===== config.mk =====
export PLATFORM = sky130hd
export DESIGN_NAME = fifo_frame_packer
export DESIGN_NICKNAME = d
export VERILOG_FILES = /design/src/rtl/fifo_frame_packer.sv
export SDC_FILE = /design/constraint.sdc
export NUM_CORES = 1
export LEC_CHECK = 0
export CAP_MARGIN = 20
export CELL_PAD_IN_SITES_DETAIL_PLACEMENT = 1
export CELL_PAD_IN_SITES_GLOBAL_PLACEMENT = 2
export CORE_AREA = 2 2 178 197
export CTS_CLUSTER_SIZE = 16
export DETAILED_ROUTE_END_ITERATION = 10
export DIE_AREA = 0 0 180 199
export PLACE_DENSITY_LB_ADDON = 0.1
export SLEW_MARGIN = 30
export SYNTH_ARGS = -nofsm -noshare
export SYNTH_HDL_FRONTEND = slang
export SYNTH_SLANG_ARGS = --single-unit

===== constraint.sdc =====
create_clock -name clk -period 2.6 [get_ports clk]
set_clock_uncertainty 0.15 [all_clocks]
set_input_delay 0.52 -clock clk [delete_from_list [all_inputs] [get_ports clk]]
set_output_delay 0.52 -clock clk [all_outputs]
set_load 0.05 [all_outputs]

===== src/rtl/fifo_frame_packer.sv =====
// Drains a first-word-fall-through FIFO into a local buffer and emits framed packets.
// Each packet is SYNC, LEN, payload, CSUM. A partial buffer is flushed after TIMEOUT idle cycles.
module fifo_frame_packer #(
  parameter int          MAX_PAYLOAD = 32,
  parameter int          TIMEOUT     = 255,
  parameter logic [7:0]  SYNC_BYTE   = 8'hA5
) (
  input  logic        clk,
  input  logic        rst,
  input  logic        in_nempty,
  input  logic [7:0]  in_data,
  output logic        in_pop,
  output logic        out_valid,
  input  logic        out_ready,
  output logic [7:0]  out_data,
  output logic        out_last,
  output logic [15:0] frames_sent
);

  localparam int AW = (MAX_PAYLOAD < 2) ? 1 : $clog2(MAX_PAYLOAD);
  localparam int TW = (TIMEOUT < 2) ? 1 : $clog2(TIMEOUT);
  localparam logic [TW-1:0] T_LAST = TW'(TIMEOUT - 1);
  localparam logic [7:0]    MAXP   = 8'(MAX_PAYLOAD);

  localparam logic [2:0] ST_COLLECT = 3'd0;
  localparam logic [2:0] ST_SYNC    = 3'd1;
  localparam logic [2:0] ST_LEN     = 3'd2;
  localparam logic [2:0] ST_PAYLOAD = 3'd3;
  localparam logic [2:0] ST_CSUM    = 3'd4;

  logic [2:0]    state_q, state_d;
  logic [7:0]    count_q, count_d;
  logic [TW-1:0] timer_q, timer_d;
  logic [7:0]    csum_q, csum_d;
  logic [7:0]    idx_q, idx_d;
  logic          out_valid_q, out_valid_d;
  logic [7:0]    out_data_q, out_data_d;
  logic          out_last_q, out_last_d;
  logic [15:0]   frames_q, frames_d;
  logic [7:0]    buf_q [MAX_PAYLOAD];

  logic [7:0] idx_inc;
  logic       accept;

  assign in_pop  = in_nempty && (state_q == ST_COLLECT) && (count_q < MAXP) && !rst;
  assign idx_inc = idx_q + 8'd1;
  assign accept  = out_valid_q && out_ready;

  assign out_valid   = out_valid_q;
  assign out_data    = out_data_q;
  assign out_last    = out_last_q;
  assign frames_sent = frames_q;

  // Payload storage needs no reset: count_q gates which entries are ever read.
  always_ff @(posedge clk) begin
    if (in_pop) buf_q[count_q[AW-1:0]] <= in_data;
  end

  always_comb begin
    state_d     = state_q;
    count_d     = count_q;
    timer_d     = timer_q;
    csum_d      = csum_q;
    idx_d       = idx_q;
    out_valid_d = out_valid_q;
    out_data_d  = out_data_q;
    out_last_d  = out_last_q;
    frames_d    = frames_q;
    case (state_q)
      ST_COLLECT: begin
        if (in_pop) begin
          count_d = count_q + 8'd1;
          csum_d  = csum_q + in_data;
          timer_d = '0;
          if (count_q + 8'd1 == MAXP) begin
            state_d     = ST_SYNC;
            out_valid_d = 1'b1;
            out_data_d  = SYNC_BYTE;
            out_last_d  = 1'b0;
          end
        end else if (count_q != 8'd0) begin
          // A pop always wins, so the timeout is only evaluated on idle cycles.
          if (timer_q == T_LAST) begin
            state_d     = ST_SYNC;
            out_valid_d = 1'b1;
            out_data_d  = SYNC_BYTE;
            out_last_d  = 1'b0;
          end else begin
            timer_d = timer_q + 1'b1;
          end
        end
      end
      ST_SYNC: begin
        if (accept) begin
          state_d    = ST_LEN;
          out_data_d = count_q;
        end
      end
      ST_LEN: begin
        if (accept) begin
          state_d    = ST_PAYLOAD;
          idx_d      = 8'd0;
          out_data_d = buf_q[0];
        end
      end
      ST_PAYLOAD: begin
        if (accept) begin
          if (idx_q == count_q - 8'd1) begin
            state_d    = ST_CSUM;
            out_data_d = csum_q + count_q;
            out_last_d = 1'b1;
          end else begin
            idx_d      = idx_inc;
            out_data_d = buf_q[idx_inc[AW-1:0]];
          end
        end
      end
      ST_CSUM: begin
        if (accept) begin
          state_d     = ST_COLLECT;
          count_d     = 8'd0;
          timer_d     = '0;
          csum_d      = 8'd0;
          idx_d       = 8'd0;
          out_valid_d = 1'b0;
          out_data_d  = 8'd0;
          out_last_d  = 1'b0;
          frames_d    = frames_q + 16'd1;
        end
      end
      default: state_d = ST_COLLECT;
    endcase
  end

  always_ff @(posedge clk) begin
    if (rst) begin
      state_q     <= ST_COLLECT;
      count_q     <= 8'd0;
      timer_q     <= '0;
      csum_q      <= 8'd0;
      idx_q       <= 8'd0;
      out_valid_q <= 1'b0;
      out_data_q  <= 8'd0;
      out_last_q  <= 1'b0;
      frames_q    <= 16'd0;
    end else begin
      state_q     <= state_d;
      count_q     <= count_d;
      timer_q     <= timer_d;
      csum_q      <= csum_d;
      idx_q       <= idx_d;
      out_valid_q <= out_valid_d;
      out_data_q  <= out_data_d;
      out_last_q  <= out_last_d;
      frames_q    <= frames_d;
    end
  end

endmodule


# Yosys cells after proc, flatten, opt, wreduce, memory -nomap -nowiden
# Memory sizes are Yosys's and may differ from the RTL's.
# Index checks and enable logic that the tools add are counted.
[totals]
word_cells = 103
regBits = 61
mem_bits_rw = 256
n_memories = 1
[op_classes]
add_sub_neg = 7
magnitude_cmp = 1
n_mux = 46
n_reduce_logical = 20
n_eq_ne = 19
[mem_list]
columns = ["name", "words", "word_bits", "read_ports", "rd_clocked_by_memory_dff", "wr", "line", "rtl"]
rows = [
  ["buf_q", 32, 8, 2, 0, 1, "40", "logic [7:0] buf_q [MAX_PAYLOAD];"],
]
[op_table]
columns = ["op", "count"]
rows = [
  ["2-to-1 mux 8 bit", 16],
  ["one-hot mux 8 bit (2 select lines)", 4],
  ["one-hot mux 8 bit (5 select lines)", 1],
  ["2-to-1 mux 3 bit", 9],
  ["adder 8 x 1 -> 8 bit, second input constant", 3],
  ["adder 16 x 1 -> 16 bit, second input constant", 1],
  ["adder 8 bit", 2],
  ["AND reduction 8 bit", 2],
  ["one-hot mux 3 bit (5 select lines)", 1],
  ["!= test 2 bit, second input constant", 7],
  ["2-to-1 mux 1 bit", 13],
  ["!= test 3 x 2 -> 1 bit, second input constant", 3],
  ["== test 8 x 6 -> 1 bit, second input constant", 1],
  ["== test 8 bit", 1],
  ["== test 8 bit, second input constant", 1],
  ["< comparator 8 x 6 -> 1 bit, second input constant", 1],
  ["AND reduction 4 bit", 2],
  ["nonzero test 8 bit", 1],
  ["subtractor 8 x 1 -> 8 bit, second input constant", 1],
  ["AND reduction 7 bit", 1],
  ["== test 3 x 2 -> 1 bit, second input constant", 2],
  ["AND reduction 5 bit", 1],
  ["nonzero test 5 bit", 1],
  ["logical AND 1 bit", 4],
  ["13 further kinds", 14],
]

# Longest topological paths before layout
# Gate-level depths: netlist of run 1.
[logic_depth]
word_depth = 6
ltp_mapped = 12
mapped_depth_nobuf = 9

# Worst setup path after synthesis of run 1
# OpenSTA, ideal clock, no wires.
[synth_timing]
path_kind = "register to register"
from = "reg idx_q[1]"
to = "reg out_data_q[7], in the netlist out_data[7]"
arrival_time_ns = 2.524
setup_ns = 0.123
required_time_ns = 2.327
setup_slack_ns = -0.197
path_stages_with_launch = 8
path_cell_list = "dfxtp_1 ha_1 buf_2 clkbuf_1 mux4_2 mux4_2 a211oi_1 o21ai_1"
[synth_via]
elab_chain_len = 5
[synth_rtl]
columns = ["item", "line", "rtl"]
rows = [
  ["from (decl)", "35", "logic [7:0] idx_q, idx_d;"],
  ["from (signal assigned)", "151", "idx_q <= idx_d;"],
  ["adder 8 x 1 -> 8 bit", "46", "assign idx_inc = idx_q + 8'd1;"],
  ["memory (32 x 8 bit)", "-", ""],
  ["2-to-1 mux 8 bit (*)", "108", "if (idx_q == count_q - 8'd1) begin"],
  ["2-to-1 mux 8 bit (*)", "107", "if (accept) begin"],
  ["one-hot mux 8 bit (5 select lines) (*)", "69", "case (state_q)"],
  ["to (signal assigned)", "153", "out_data_q <= out_data_d;"],
  ["to (decl)", "37", "logic [7:0] out_data_q, out_data_d;"],
]
# Every way passes the cells marked *; elsewhere a longest branch is shown, timed or not. The select of a mux whose other input is x is not followed.
# A chain may end at the register's enable or synchronous reset.

# Final worst setup path of run 1
[layout_timing]
from = "reg idx_q[0]"
to = "reg out_data_q[0], in the netlist out_data[0]"
# The elaborated chain is that of the path after synthesis.

==> qor.yml, run 1 <==
synthesis:
  synth_seq_area_share_pct: 65.07
  synth.top_cell.area_share_pct: 56.15
  synthXorXnorAreaFrac_pct: 2.815
  synth_edf_count: 256
  synth_compound_area_share_pct: 5.520
  syn_inst: 885
  async_flop_share_pct: 0
  synth_fa_ha_area_share_pct: 2.303
  synth_nets: 921
  synth.distinct_cells: 64
  yosys.area_share.simple_pct: 8.664
  synth_top_family_by_area: "multiplexers"
  synth.ff_latch_count: 317
  synth_ff_type: "edfxtp_1"
  synthMuxAreaShare_pct: 13.75
  yosys-top-cells-area: "edfxtp_1 56%, mux4_2 13%, dfxtp_1 8.9%"
  avgSynthCellArea_um2: 15.47
  yosysWarnings: 0
  synth_top_cell_by_area: "edfxtp_1"
  mappedNetlistArea_mm2: 0.01369
timing:
  tns_ps: 0
  timing.hold.ws_ps: 354.6
  worstMarginPinSlew_ps: 519.7
  finalCriticalPeriod_ps: 2587
  slew_headroom_pct: 65.30
  fmax_mhz: 386.5
  setup_viol: 0
  min_period_over_period_pct: 99.51
  drv_slew: 0
  rsz0062_at_grt: "true"
  final_hold_viol_count: 0
die:
  initial_core_util_pct: 40.45
  core_mm2: 0.03385
  rows: 71
  ios: 39
  dieHeight_um: 199
  die-area_mm2: 0.03582
  die_w_um: 180
cts:
  clkTransAtPathRegs_ps: 60
  cts_buffer_depth: 3
  clock-sinks: 317
  cts_max_level: 2
  numCtsBuffers: 35
  tritoncts: "done"
  insertion_delay_ps: 520
  postCtsHoldBufs: 0
  cts_root_buffer: "clkbuf_16"
global_routing:
  grt_pass1_wl_um: 57260
  grt_pass1_vias: 9221
  overflow: 0
  grt_util_all_layers_pct: 21.48
  antenna_found_initial: 0
  grt_max_degree: 35
power:
  clkPwrFrac_pct: 43.8
  powerDensity_mw_per_mm2: 619.5
  p_int_mw: 8.349
  p_sw_share_pct: 20.80
  combPwrFrac_pct: 3.8
  peakVddDrop_mv: 0.5881
  leakagePower_nw: 5.728
  sequentialPowerShare_pct: 52.4
  p_sw_mw: 2.192
drt:
  routed_wl_um: 37780
  detail_route.iter0.violations: 519
  drt_first_pass_iters: 4
  antenna_left: 0
  vias: 8439
  wl_per_cell_um: 24.78
  vias_per_cell: 5.534
  drc: 0
place:
  place.gp.congestion: 0.8436
  place_area_mm2: 0.01563
  dpl.hpwl_um: 26510
  port_buffers: 38
critical_path:
  arrival_ps: 2830
  critPathMaxFanout: 7
  cp.required_ps: 2840
  r2r-start: "idx_q[0]"
  cp-start-kind: "flip-flop"
  critPathLaunch: "idx_q[0]"
  endpoint_kind: "flip-flop"
  critical_path_class: "reg2reg"
cells_and_area:
  nets: 1101
  fin_area_mm2: 0.01702
  diodes: 0
  syn2layout_area_growth_pct: 24.29
  layout-drive-gt1-share_pct: 28.89
run:
  maxCapViolations: 0
hold_path:
  min-delay-start: "rst"
  hold_class: "in2reg"
run_status:
  status: "completed"
## metrics by stage
| step | total power [mW] | setup WS [ps] | util [%] | instances |
|---|---|---|---|---|
| global route | 10.89 | -40.98 | 50.28 | 1525 |
| floorplan | 5.798 | 3.057 | - | 885 |
| global placement | 6.003 | -348.3 | 46.16 | 1454 |
| finish | 10.54 | 12.85 | 50.28 | 1525 |
| CTS | 10.66 | -0.8151 | 49.96 | 1522 |
| detailed placement | 6.025 | -325.1 | 46.16 | 1454 |
## power groups by stage
| stage | sequential (mW) | clock (mW) | combinational [mW] |
|---|---|---|---|
| after floorplan | 5.63 | 0 | 0.171 |
| after global placement | 5.63 | 0 | 0.374 |
| after detailed placement | 5.63 | 0 | 0.394 |
| after CTS | 5.52 | 4.74 | 0.397 |
| after global routing | 5.52 | 4.93 | 0.435 |
| final | 5.52 | 4.62 | 0.398 |
## cell type report
type                       count  area (um2)
tap                          438       548.0
clock buffer                  49       968.4
clock inverter                10       83.83
multi-input combinational    509        4651
inverter                      13       48.80
fill                        3225       16830
timing repair buffer         189        1803
sequential                   317        8914
## cell usage after synthesis (13+ instances only)
cell / instances
mux4_2: 80
clkbuf_1: 24
o21ai_0: 32
xnor2_1: 22
nand3_1: 24
edfxtp_1: 256
inv_1: 13
nor3_1: 13
or3_1: 16
nand2_1: 42
nand4_1: 13
xor2_1: 22
dfxtp_1: 61
nor2_1: 82
a21oi_1: 20
ha_1: 22
## cells in the final DEF, fill, tap and decap left out, types with 4 or more instances in the layout
cell,synthesis,routed
nor2_1,82,81
nand3_1,24,22
and4_1,4,4
nand4_1,13,13
inv_1,13,12
a31oi_1,11,11
or3_1,16,14
clkbuf_8,0,4
a22oi_1,9,9
dfxtp_1,61,59
buf_6,1,5
a211oi_1,5,4
a21o_1,5,5
xnor2_1,22,21
mux4_2,80,80
nand2_1,42,42
nor2b_1,7,7
and3_1,6,6
clkbuf_16,0,36
o21ai_1,6,10
nor3_1,13,12
mux2i_2,0,7
xor2_1,22,20
clkbuf_1,24,10
ha_1,22,20
nand2b_1,5,5
nor3b_1,5,5
edfxtp_1,256,256
a21oi_1,20,19
buf_12,0,16
clkdlybuf4s50_1,0,36
buf_4,4,126
o21ai_0,32,28
## routing by layer
| metal | GRT usage (%) | part of all wire [%] | up-vias |
|---|---|---|---|
| met2 | 37.72 | 51 | 181 |
| li1 | - | - | 3833 |
| met5 | 0 | 0 | - |
| met4 | 7.859 | 3.2 | 0 |
| met3 | 3.186 | 3.8 | 64 |
| met1 | 27.15 | 42 | 4361 |
## registers in the layout, summed over array words and instances, names as in the netlist
signal,count
buf_q,256
count_q,8
csum_q,8
frames_sent,16
idx_q,8
out_data,8
out_last,1
out_valid,1
state_q,3
timer_q,8
## cell families (layout without fill, tap and decap cells)
| logic type | after synthesis | count (layout) |
|---|---|---|
| XOR/XNOR | 44 | 44 |
| AO/OA/AOI/OAI | 116 | 116 |
| AND/OR/NAND/NOR | 237 | 237 |
| multiplexers | 88 | 88 |
| buffers and inverters | 59 | 261 |
| adder cells (fa/ha/maj) | 24 | 24 |
| flip-flops | 317 | 317 |
## worst paths after layout
kind	endpoint	slack [ps]	depth (start not counted)
hold / removal	out_data[2]	350	3
setup reg to reg	out_data[0]	10	9
hold reg to reg	frames_sent[13]	360	2
setup / recovery	out_data[0]	10	9
## critical path: stages (launching register included)
cell and delay [ps]:
dfxtp_4 360, ha_4 300, buf_12 130, buf_12 130, buf_12 100, mux4_2 320
mux4_2 560, mux2i_2 200, or3_4 160, a211oi_2 50
## timing repair
| item | 4_1_cts | 5_1_grt |
|---|---|---|
| gates cloned | 2 | 1 |
| buffers inserted | 7 | 3 |
| hold endpoints to repair | 0 | 0 |
| setup endpoints to repair | 19 | 20 |
| pin swaps | 3 | 5 |
| resized for setup | 20 | 21 |
Power figures use the tool's default switching activity.
==> run 2, diff against run 1 <==
--- a/config.mk
+++ b/config.mk
@@ -13,6 +13,7 @@
 export DETAILED_ROUTE_END_ITERATION = 10
 export DIE_AREA = 0 0 180 199
 export PLACE_DENSITY_LB_ADDON = 0.1
+export SKIP_LAST_GASP = 1
 export SLEW_MARGIN = 30
 export SYNTH_ARGS = -nofsm -noshare
 export SYNTH_HDL_FRONTEND = slang
==> results of run 2 <==
Final layout, timing and power as in run 1 (identical DEF).
Among the figures that moved: number of gates resized after CTS 20 -> 18
